<file path="src/rtl/temp_poll_scheduler.sv">
// temp_poll_scheduler
//   Periodically asks the I2C master for one temperature-sensor read and
//   captures the 12-bit result. It also drives the heater enable from a
//   setpoint/hysteresis comparison. Failed or timed-out reads are retried
//   immediately. MAX_RETRY consecutive failures park the block in a sticky
//   fault state, which only enable=0 or reset clears.
//
// Ports
//   i_clk          system clock, rising edge
//   i_rst_n        asynchronous active-low reset
//   i_enable       1 = run the polling loop, 0 = return to idle
//   i_setpoint     target temperature (sensor LSBs, unsigned)
//   i_hyst         hysteresis half-width (unsigned)
//   o_i2c_start    one-cycle request for one sensor read
//   i_i2c_done     one-cycle pulse: transaction finished
//   i_i2c_err      qualifies i_i2c_done as a failed transaction
//   i_i2c_rdata    sensor word, temperature in bits [15:4]
//   o_temp         last good temperature
//   o_temp_valid   one-cycle pulse when o_temp updates
//   o_heater_on    heater enable
//   o_fault        sticky consecutive-failure indication
module temp_poll_scheduler #(
  parameter int POLL_CYCLES    = 1000,
  parameter int TIMEOUT_CYCLES = 500,
  parameter int MAX_RETRY      = 3
) (
  input  logic        i_clk,
  input  logic        i_rst_n,
  input  logic        i_enable,
  input  logic [11:0] i_setpoint,
  input  logic [3:0]  i_hyst,
  output logic        o_i2c_start,
  input  logic        i_i2c_done,
  input  logic        i_i2c_err,
  input  logic [15:0] i_i2c_rdata,
  output logic [11:0] o_temp,
  output logic        o_temp_valid,
  output logic        o_heater_on,
  output logic        o_fault
);

  localparam int PW = (POLL_CYCLES > 1) ? $clog2(POLL_CYCLES) : 1;
  localparam int TW = (TIMEOUT_CYCLES > 1) ? $clog2(TIMEOUT_CYCLES) : 1;
  localparam int RW = (MAX_RETRY > 1) ? $clog2(MAX_RETRY) : 1;

  localparam logic [PW-1:0] POLL_LOAD  = PW'(POLL_CYCLES - 1);
  localparam logic [TW-1:0] TMO_LOAD   = TW'(TIMEOUT_CYCLES - 1);
  localparam logic [RW-1:0] RETRY_LAST = RW'(MAX_RETRY - 1);

  localparam logic [2:0] S_IDLE      = 3'd0;
  localparam logic [2:0] S_WAIT_POLL = 3'd1;
  localparam logic [2:0] S_REQ       = 3'd2;
  localparam logic [2:0] S_WAIT_DONE = 3'd3;
  localparam logic [2:0] S_EVAL      = 3'd4;
  localparam logic [2:0] S_FAULT     = 3'd5;

  logic [2:0]    r_state;
  logic [PW-1:0] r_poll_cnt;
  logic [TW-1:0] r_tmo_cnt;
  logic [RW-1:0] r_retry;
  logic [11:0]   r_temp;
  logic          r_heater;

  logic [11:0]   w_rd_temp;
  logic          w_unused_rdata_lsbs;
  logic          w_done_or_tmo;

  assign w_rd_temp           = i_i2c_rdata[15:4];
  assign w_unused_rdata_lsbs = ^i_i2c_rdata[3:0];
  // Done wins over a coinciding timeout because the done case is decoded first below.
  assign w_done_or_tmo       = i_i2c_done || (r_tmo_cnt == '0);

  // Band edges are formed in 13 bits so that setpoint-hyst can clamp at 0
  // and setpoint+hyst can clamp at full scale without wrapping.
  function automatic logic heater_next(input logic [11:0] t, input logic [11:0] sp,
                                       input logic [3:0] hyst, input logic cur);
    logic [12:0] lo;
    logic [12:0] hi;
    lo = (sp < {8'd0, hyst}) ? 13'd0 : ({1'b0, sp} - {9'd0, hyst});
    hi = {1'b0, sp} + {9'd0, hyst};
    if (hi > 13'd4095) hi = 13'd4095;
    if ({1'b0, t} < lo)       heater_next = 1'b1;
    else if ({1'b0, t} >= hi) heater_next = 1'b0;
    else                      heater_next = cur;
  endfunction

  always_ff @(posedge i_clk or negedge i_rst_n) begin
    if (!i_rst_n) begin
      r_state    <= S_IDLE;
      r_poll_cnt <= '0;
      r_tmo_cnt  <= '0;
      r_retry    <= '0;
      r_temp     <= '0;
      r_heater   <= 1'b0;
    end else begin
      case (r_state)
        S_IDLE: begin
          r_heater <= 1'b0;
          r_retry  <= '0;
          if (i_enable) begin
            r_state    <= S_WAIT_POLL;
            r_poll_cnt <= POLL_LOAD;
          end
        end
        S_WAIT_POLL: begin
          if (!i_enable) begin
            r_state  <= S_IDLE;
            r_heater <= 1'b0;
          end else if (r_poll_cnt == '0) begin
            r_state <= S_REQ;
          end else begin
            r_poll_cnt <= r_poll_cnt - PW'(1);
          end
        end
        S_REQ: begin
          r_tmo_cnt <= TMO_LOAD;
          r_state   <= S_WAIT_DONE;
        end
        S_WAIT_DONE: begin
          if (w_done_or_tmo) begin
            // A disable seen during the transaction takes effect only once the
            // transaction resolves, and then nothing is captured or retried.
            if (!i_enable) begin
              r_state  <= S_IDLE;
              r_heater <= 1'b0;
            end else if (i_i2c_done && !i_i2c_err) begin
              // Heater is decided here so it changes together with temp on EVAL entry.
              r_temp   <= w_rd_temp;
              r_heater <= heater_next(w_rd_temp, i_setpoint, i_hyst, r_heater);
              r_state  <= S_EVAL;
            end else if (r_retry == RETRY_LAST) begin
              r_state  <= S_FAULT;
              r_heater <= 1'b0;
              r_retry  <= '0;
            end else begin
              r_retry <= r_retry + RW'(1);
              r_state <= S_REQ;
            end
          end else begin
            r_tmo_cnt <= r_tmo_cnt - TW'(1);
          end
        end
        S_EVAL: begin
          r_retry <= '0;
          if (!i_enable) begin
            r_state  <= S_IDLE;
            r_heater <= 1'b0;
          end else begin
            r_state    <= S_WAIT_POLL;
            r_poll_cnt <= POLL_LOAD;
          end
        end
        S_FAULT: begin
          if (!i_enable) r_state <= S_IDLE;
        end
        default: r_state <= S_IDLE;
      endcase
    end
  end

  assign o_i2c_start  = (r_state == S_REQ);
  assign o_temp_valid = (r_state == S_EVAL);
  assign o_fault      = (r_state == S_FAULT);
  assign o_heater_on  = r_heater;
  assign o_temp       = r_temp;

endmodule

</file>
<file path="config.mk">
export PLATFORM = sky130hd
export DESIGN_NAME = temp_poll_scheduler
export DESIGN_NICKNAME = d
export VERILOG_FILES = /design/src/rtl/temp_poll_scheduler.sv
export SDC_FILE = /design/constraint.sdc
export NUM_CORES = 1
export LEC_CHECK = 0
export ABC_AREA = 1
export BUFFER_PORTS_ARGS = -buffer_cell sky130_fd_sc_hd__buf_4
export CAP_MARGIN = 20
export CORE_AREA = 2 2 106 108
export DETAILED_ROUTE_END_ITERATION = 16
export DIE_AREA = 0 0 108 110
export PLACE_DENSITY = 0.43
export SLEW_MARGIN = 15
export SYNTH_ARGS = -nofsm -noshare
export SYNTH_HDL_FRONTEND = slang
export SYNTH_SLANG_ARGS = --single-unit
</file>
<file path="constraint.sdc">
create_clock -name i_clk -period 4.39 [get_ports i_clk]
set_input_delay 1.317 -clock i_clk [delete_from_list [all_inputs] [get_ports i_clk]]
set_output_delay 1.317 -clock i_clk [all_outputs]
set_load 0.005 [all_outputs]
</file>
-- Word-level counts from Yosys, hierarchy flattened
Cells that the tools add are included.
- $add $sub $neg: 5
- shifts and indexed selects: 0
- equal/unequal tests: 19
- div/mod/pow operators: 0
- multiply operators: 0
- order comparisons: 4
- reductions and logical operators: 18
- bitwise gates (word level): 0
- mux-type cells: 35
- operators with widths (kind ; number):
    two-way mux 13 bit ; 6
    two-way mux 10 bit ; 3
    two-way mux 3 bit ; 8
    one-hot mux 10 bit (2 select lines) ; 1
    != test 2 bit, second input constant ; 9
    one-hot mux 3 bit (6 select lines) ; 1
    one-hot mux 9 bit (2 select lines) ; 1
    AND reduction 4 bit ; 4
    adder 12 x 4 -> 13 bit ; 1
    greater-or-equal comparator 12 x 13 -> 1 bit ; 1
    greater-than comparator 13 x 12 -> 1 bit, second input constant ; 1
    less-than comparator 12 x 13 -> 1 bit ; 1
    subtractor 12 x 4 -> 13 bit ; 1
    less-than comparator 12 x 4 -> 1 bit ; 1
    logical NOT 10 bit ; 1
    subtractor 10 x 1 -> 10 bit, second input constant ; 1
    logical NOT 9 bit ; 1
    two-way mux 9 bit ; 1
    subtractor 9 x 1 -> 9 bit, second input constant ; 1
    two-way mux 1 bit ; 8
    two-way mux 2 bit ; 4
    equality test 3 x 2 -> 1 bit, second input constant ; 2
    equality test 3 bit, second input constant ; 2
    nonzero test 2 bit ; 3
    17 further kinds ; 18
- bits in latches: 0
- memories: 0
- memory bits (writable): 0
- output and inout bits: 16
- memory bits (read-only): 0
- logic and storage cells: 87
- register bits: 37
- input port bits: 37

-- Depth between registers and ports, before layout
Gate-level depths: netlist of the first run.
- word-level depth: 14
- mapped depth: 25
- depth with buffers taken out: 25

-- Worst setup path before layout of the first run
OpenSTA, ideal clock, no wires.
- path kind: input to register
- from: in i_setpoint[0]
- to: reg r_heater (netlist: o_heater_on)
- path slack: 603 ps
- setup time: 65 ps
- stages on the path: 23
- data arrival time: 3722 ps
- data required time: 4325 ps
- path buffers: 0
- path through: ha_1 -> inv_1 -> fa_1 -> nor2_1 -> o21ai_1 -> nand2_1 -> nand2_1 -> nor2_1 -> nand2_1 -> nor2_1 -> nand2_1 -> inv_2 -> a21oi_1 -> ha_1 -> a21oi_1 -> o21ai_0 -> o21ai_0 -> nand2_1 -> a21oi_1 -> nand2_1 -> nand2_1 -> nand2_1 -> nand2_1
- word-level cells in the longest chain between the ends: 10
- elaborated cells between the ends (all ways): 19
- those cells by class: add/sub (2); order compare (4); eq/ne (1); mux (11); reduce/logical (1)
- RTL lines (what ; line ; source):
    start: declaration ; 30 ; input logic [11:0] i_setpoint,
    adder 12 x 4 -> 13 bit ; 80 ; hi = {1'b0, sp} + {9'd0, hyst};
    greater-than comparator 13 x 12 -> 1 bit ; 81 ; if (hi > 13'd4095) hi = 13'd4095;
    two-way mux 13 bit ; 81 ;
    two-way mux 13 bit ; 126 ; end else if (i_i2c_done && !i_i2c_err) begin
    two-way mux 13 bit ; 123 ; if (!i_enable) begin
    two-way mux 13 bit ; 120 ; if (w_done_or_tmo) begin
    two-way mux 13 bit ; 96 ; case (r_state)
    greater-or-equal comparator 12 x 13 -> 1 bit ; 83 ; else if ({1'b0, t} >= hi) heater_next = 1'b0;
    != test 5 bit (no line) ; - ;
    AND reduction 5 bit (no line) ; - ;
    end signal: assignment ; 129 ; r_heater <= heater_next(w_rd_temp, i_setpoint, i_hyst, r_heater);
    end: declaration ; 62 ; logic r_heater;
Parallel ways exist; a longest one is shown, timed or not. The select of a mux whose other input is x is not followed.
A chain may end at the register's enable or synchronous reset.

-- Worst setup path in the final report of the first run
Ends and elaborated chain as after synthesis.

==> impl_results.md, run 1 <==
* Worst EP arrival at a little over 4000 ps
* Area contributors post-synth: dfrtp_1, nand2_1, ha_1, inv_1, nand3_1
* Worst skew pair latency at approximately 290 ps
* Yosys top cell area share at roughly 30%
* Final ANT Viol Nets at 0
* Reg power frac at 36.0%
* CP most frequent cell: nand2_1
* Crit. End Element: flop
* Max-Cap Viols at 0
* DR iter-0 viols at between 90 and 100
* Initial antenna violation count at 0
* Count of cell types in the netlist at 37
* Slew HR at 68.4%
* Yosys warns at 0
* Inserted Clock Buffers at 5
* DRC errors left at 0
* FP Rows at 38
* Vias in the first global route at roughly 2900
* Routed WL per cell at ~12 µm
* Post-Synthesis Cells at 443
* Seq/Total Area, Yosys at a little under 30%
* Max clock buf depth at 2
* WP data required at roughly 4600 ps
* Diode count at 0
* HPWL Detailed at just over 6 mm
* Setup violators final at 0
* H-tree depth at 2
* Gr usage total at about 14%
* Worst hold-check path type: flop to flop
* Leak at around 1.9 nW
* Nets at approximately 570
* Cell taking the most area after synthesis: dfrtp_1
* Syn-to-layout area delta at 20.8%
* Drt first pass iters at 4
* Max incr delay on CP at around 400 ps
* Largest net degree at the start of global routing at 38
* Unrepaired setup endpoints after global routing: no
* TritonCTS clock tree: built
* First-pass GRT wire length at about 13 mm
* Clock power share at a little over a fifth
* Peak Freq at about 0.26 GHz
* Total overflow reported by the global router at 0
* Pwr Density at 375 nW/µm²
* Root buffer cell: clkbuf_8
* Fin. max-slew vios at 0
* Die Height at approximately 110 µm
* Register area at roughly 930 µm²
* PortBufs at 48
* Initial Util at roughly 29%
* Via count at about 3000
* Final TNS setup at 0 ps
* CTS Hold Bufs at 0
* Area of the die at 11900 µm²
* Crit path kind: input pin to flop
* P_sw at between 0.5 and 0.6 mW
* Worst-case vdd ir drop at roughly 0.19 mV
* Internal Power at just under 0.9 mW
* Final Hold Fails at 0
* Crit start category: input pin
* Routed vias/inst at 4.59
* Multi-input logic area at between 1500 and 2000 µm²
* Sw Ratio at 38.7%
* Fill cells at about 1200
* Run status: completed
* Flops & latches, synth at 37
* Worst Clk Skew at ~5.8 ps
* Worst path slowest cell: fa_1
* Tmin final at 3920 ps
* Sink Count at 37
* Final Wtd Congestion at 0.818
* Placeable core area at between 10000 and 15000 µm²
* Period utilization at 89.2%
* Die Width at roughly 110 µm
* Syn avg cell area at about 7.1 µm²
* Layout cells sized above 1 at between 10% and 20%
* Drt total wl at 7.44 mm
* Cell Area, Synth at between 3000 and 4000 µm²
* # IOs at 53
* Synthesized Nets at ~500
* Clock slew at reported path FFs at about 80 ps
* Maximum fanout along the worst path at 7
* Total power at roughly 1.4 mW
* Least-Margin Pin Slew at 474 ps
* Comb pwr share at 42.2%
[per-layer routing]
| layer | part of all wire, % | vias to the layer above | global-route usage, % |
|---|---|---|---|
| li1 | - | 1546 | - |
| met1 | 50 | 1331 | 17.7 |
| met2 | 47 | 40 | 24.0 |
| met3 | 2.4 | 4 | 1.59 |
| met4 | 0.97 | 0 | 3.30 |
| met5 | 0 | - | 0 |
[repair_timing]
| item | in CTS | in global routing |
|---|---|---|
| setup buffers | 0 | 1 |
| setup endpoints to repair | 0 | 1 |
| resized for setup | 0 | 2 |
[cells by family (layout without fill, tap and decap cells)]
| family | count (synthesis) | count (layout) | share of synthesized area (%) |
|---|---|---|---|
| xor gates and xnor gates | 3 | 3 | 0.840 |
| AOI/OAI and AO/OA | 66 | 66 | 11.6 |
| adders and majority gates | 35 | 35 | 14.5 |
| buffers and inverters | 63 | 117 | 7.96 |
| and+or+nand+nor | 239 | 239 | 35.5 |
| DFF | 37 | 37 | 29.6 |
[state kept, by name, summed over array words and instances, names as in the netlist]
| register | cells |
|---|---|
| o_temp | 12 |
| r_poll_cnt | 10 |
| r_tmo_cnt | 9 |
| r_state | 3 |
| r_retry | 2 |
| o_heater_on | 1 |
[worst max-delay path, delay by kind of cell]
kind / cells / cell delay [ps]
simple gates: 18 / 1400
fa+ha+maj: 3 / 820
buf+inv: 4 / 380
compound gates: 2 / 240
[cells in the mapped netlist]
library cell / instances
buf_6: 1
nand3_2: 2
buf_2: 4
a22oi_1: 2
dfrtp_1: 37
inv_2: 6
o21ai_1: 6
nand2_1: 113
a31oi_1: 1
a21o_1: 4
nor3_1: 8
o211ai_1: 1
a211oi_1: 1
or2_2: 3
o21ai_0: 25
nand4_1: 1
nor3b_2: 1
nand3_4: 1
nand3_1: 36
nand3b_1: 1
nor3_2: 2
o31ai_1: 1
nor4_1: 2
a21oi_2: 2
nor2_1: 48
o22ai_1: 2
nor2_4: 7
xor2_1: 3
or2_4: 1
and3_1: 2
or2_1: 2
ha_1: 33
nand2_2: 2
inv_1: 52
nor2_2: 7
fa_1: 2
a21oi_1: 21
[area by class of cell]
type                       instances  share of cell area (%)
multi-input combinational        343                    51.8
sequential                        37                    24.5
timing repair buffer              51                    10.1
inverter                          58                    5.77
tap                              140                    4.64
clock buffer                       6                    2.19
clock inverter                     2                   0.994
[final timing paths]
path / end / startpoint / slack, ps / depth (start not counted)
worst min-delay path: o_temp[2] / o_temp[2] / 470 / 2
worst min register to register: o_temp[2] / o_temp[2] / 470 / 2
worst max register to register: o_heater_on / r_state[2] / 2570 / 13
max in group asynchronous: r_state[1] / i_rst_n / 3080 / 1
min in group asynchronous: r_tmo_cnt[5] / i_rst_n / 980 / 1
worst max-delay path: o_heater_on / i_setpoint[0] / 470 / 27
[power groups by stage]
| stage | combinational (mW) | clock [mW] | sequential [mW] |
|---|---|---|---|
| floorplan | 0.404 | 0 | 0.502 |
| finish | 0.597 | 0.309 | 0.509 |
| CTS | 0.605 | 0.321 | 0.510 |
| global route | 0.701 | 0.334 | 0.527 |
| detailed placement | 0.605 | 0 | 0.516 |
| global placement | 0.597 | 0 | 0.516 |
[through the flow]
step / util [%] / hold slack (ps) / setup WS [ps] / std cells / area, µm²
after detailed placement: 34.1 / 459 / 85.5 / 628 / 3650
final: 35.3 / 473 / 472 / 637 / 3780
after global placement: 34.1 / 459 / 170 / 628 / 3650
after global routing: 35.3 / 514 / 9.13 / 637 / 3780
after floorplan: - / 452 / 603 / 443 / 3130
after CTS: 35.2 / 479 / 382 / 636 / 3770
[cell usage in the layout, fill, tap and decap left out]
master	instances
or2_4	1
o21ai_0	24
a31oi_1	1
a22oi_1	2
nand2_1	113
nand3_2	2
nand3_4	1
nand3_1	36
nor2_4	7
buf_4	51
inv_1	52
nor2_1	47
nor3b_2	1
a211oi_1	1
or2_2	3
o31ai_1	1
bufinv_16	1
a21oi_1	21
clkbuf_8	6
nor3_2	2
or2_1	2
nand3b_1	1
o22ai_1	2
nor3_1	8
o21ai_1	7
and3_1	2
inv_2	6
nand2_2	2
nor2_2	8
nor4_1	2
clkinvlp_4	1
o211ai_1	1
nand4_1	1
dfrtp_1	37
fa_1	2
a21o_1	4
ha_1	33
xor2_1	3
a21oi_2	2
Power figures use the tool's default switching activity.
==> run 2, diff against run 1 <==
--- a/config.mk
+++ b/config.mk
@@ -6,12 +6,12 @@
 export NUM_CORES = 1
 export LEC_CHECK = 0
 export ABC_AREA = 1
+export ABC_CLOCK_PERIOD_IN_PS = 4390
 export BUFFER_PORTS_ARGS = -buffer_cell sky130_fd_sc_hd__buf_4
 export CAP_MARGIN = 20
 export CORE_AREA = 2 2 106 108
 export DETAILED_ROUTE_END_ITERATION = 16
 export DIE_AREA = 0 0 108 110
-export PLACE_DENSITY = 0.43
 export SLEW_MARGIN = 15
 export SYNTH_ARGS = -nofsm -noshare
 export SYNTH_HDL_FRONTEND = slang
==> run 2 against run 1 <==
Effect of this change:
- non-clock buffer count down 1
- worst setup slack improved by 51 ps
- sequential cell count did not move
- routed wire length down 4.9%
- hold slack improved by 7.9 ps
- maximum frequency up 1.3%
- power shrank 0.82%
- core utilization shrank 0.15 points
- clock power down 4%
- count of clock-buffer cells in the layout unchanged
- largest cell class unchanged
- via count is 0.82% lower
- largest power group unchanged
- clock skew is essentially flat
==> impl_results.md, run 2 (same netlist as run 1, synthesis figures left out) <==
* WP buf/inv at 3
* First-pass GRT wire length at 12.5 mm
* Layout cells sized above 1 at a little under a fifth
* Total overflow reported by the global router at 0
* Crit path max-delay family: simple AND/OR/NAND/NOR gates
* Syn-to-layout area delta at 20.2%
* Initial antenna violation count at 0
* Reg-to-Reg Start: r_tmo_cnt[0]
* Drt first pass iters at 4
* Multi-input logic area at 1950 µm²
* Setup bufs post-CTS at 0
* Max FFs per register at 12
* H-tree depth at 2
* Worst-case vdd ir drop at 0.156 mV
* DRC errors left at 0
* Routed vias/inst at about 4.6
* Most frequent cells in the layout: nand2_1, inv_1, buf_4
* Crit. End Element: flop
* Post-route setup slack at roughly 520 ps
* Worst hold-check path type: flop to flop
* Nets at approximately 570
* Clock power share at between 20% and 30%
* Die Width at approximately 110 µm
* Worst Clk Skew at between 5 and 6 ps
* Leak at around 1.9 nW
* Final Hold Fails at 0
* Reg power frac at between 30% and 40%
* Placeable core area at approximately 11000 µm²
* R2R cell count at 10
* Final ANT Viol Nets at 0
* Area of the die at between 10000 and 15000 µm²
* Gr usage total at about an eighth
* Final cell count without fillers at between 600 and 700
* Internal Power at roughly 0.86 mW
* Unrepaired setup endpoints after global routing: no
* Area after DPL at 3650 µm²
* Inserted Clock Buffers at 5
* TritonCTS clock tree: built
* Design area at 3760 µm²
* Fill cells at 1170
* Worst path slowest cell: fa_1
* WP data required at between 4000 and 5000 ps
* Met1 global-route usage at 16.6%
* Worst Hold End: o_temp[4]
* Setup violators final at 0
* Max clock buf depth at 2
* Sink Count at 37
* Post_cts resized at 0
* Crit path kind: input pin to flop
* Initial Util at 29.2%
* Sw Ratio at 39.1%
* Slew HR at 68.9%
* # IOs at 53
* Commonest non-fill, non-tap cell in the layout: nand2_1
* Drt total wl at 7.07 mm
* Max incr delay on CP at around 400 ps
* Diode count at 0
* Crit path cell chain: buf_4, ha_1, inv_1, fa_1, nor2_1, o21ai_1, nand2_1, nand2_1, nor2_1, nand2_1, nor2_2, nand2_1, inv_2, a21oi_1, ha_1, a21oi_1, o21ai_0, o21ai_0, nand2_1, a21oi_1, nand2_1, nand2_1, nand2_1, nand2_1
* Pwr Density at approximately 370 nW/µm²
* Routed WL per cell at 11.1 µm
* Maximum fanout along the worst path at 7
* Vias in the first global route at about 2800
* Utilization after layout at 35.1%
* HPWL Detailed at between 5 and 6 mm
* Pre-CTS setup slack at 162 ps
* Fin. max-slew vios at 0
* Worst EP arrival at between 4000 and 5000 ps
* CP most frequent cell: nand2_1
* Reg2Reg Setup Slack at about 2600 ps
* CTS Hold Bufs at 0
* Hold Crit Start: o_temp[4]
* Final TNS setup at 0 ps
* Tmin final at 3870 ps
* Busiest grt layer: met2
* Met2 Track Usage GR at between 20% and 30%
* Comb pwr share at a little over two fifths
* Clock slew at reported path FFs at ~70 ps
* P_sw at roughly 0.55 mW
* Crit start category: input pin
* Via count at ~2900
* FP Rows at 38
* Critical R2R Capture: r_retry[0]
* Register area at slightly above 900 µm²
* PortBufs at 48
* Hold Path Depth at 2
* Grt met3 use at around 1.9%
* Die Height at 110 µm
* Largest net degree at the start of global routing at 38
* Period utilization at between 80% and 90%
* Run status: completed
* Worst skew pair latency at 290 ps
* Peak Freq at approximately 0.26 GHz
* Placed insts at 628
* DR iter-0 viols at 77
* Final Wtd Congestion at between 0.8 and 0.9
* Max-Cap Viols at 0
* Root buffer cell: clkbuf_8
* Least-Margin Pin Slew at approximately 470 ps
run 2: cell count changes in the layout (fill, tap and decap cells not counted), sizes merged:
| cell | delta |
|---|---|
| clkinvlp | -1 |
| buf | -1 |
| clkinv | +1 |
run 2: power by group through the flow:
stage	logic, mW	registers (mW)	clock network, mW
after global placement	0.587	0.515	0
final	0.596	0.512	0.296
after detailed placement	0.604	0.517	0
after floorplan	0.404	0.502	0
after global routing	0.695	0.523	0.320
after CTS	0.605	0.512	0.307
run 2: worst register-to-register path: stages (launching register included):
cell     delay, ps
dfrtp_1        360
inv_1          110
ha_1           200
nand3_1         90
nor3_1         240
nor2_1          70
nand2_1        100
inv_1          110
a21oi_1        280
nand3_1        110
o21ai_0         90
run 2: metal layers:
| layer | vias up | wire [µm] |
|---|---|---|
| met1 | 1301 | 3420 |
| met5 | - | 0 |
| met4 | 0 | 61 |
| li1 | 1548 | - |
| met2 | 42 | 3340 |
| met3 | 6 | 254 |
run 2: worst max-delay path by stage:
stage	start	end	slack (ps)	cells past startpoint
after floorplan	i_setpoint[0]	o_heater_on	600	23
after global placement	i_setpoint[0]	o_heater_on	150	24
after detailed placement	i_setpoint[0]	o_heater_on	160	24
after CTS	i_setpoint[0]	o_heater_on	460	24
after global routing	i_setpoint[0]	o_heater_on	30	24
final	i_setpoint[0]	o_heater_on	520	24
run 2: final cells by class:
cell class / instances / share of cell area (%)
Sequential cell: 37 / 24.6
Clock inverter: 2 / 1.03
Timing Repair Buffer: 50 / 9.98
Multi-Input combinational cell: 343 / 52.0
Inverter: 58 / 5.79
Clock buffer: 6 / 1.93
Tap cell: 140 / 4.66
run 2: stage by stage:
| stage | hold slack [ps] | power, mW |
|---|---|---|
| finish | 481 | 1.40 |
| global route | 510 | 1.54 |
| CTS | 482 | 1.42 |
| detailed placement | 462 | 1.12 |
| global placement | 466 | 1.10 |
| floorplan | 452 | 0.906 |
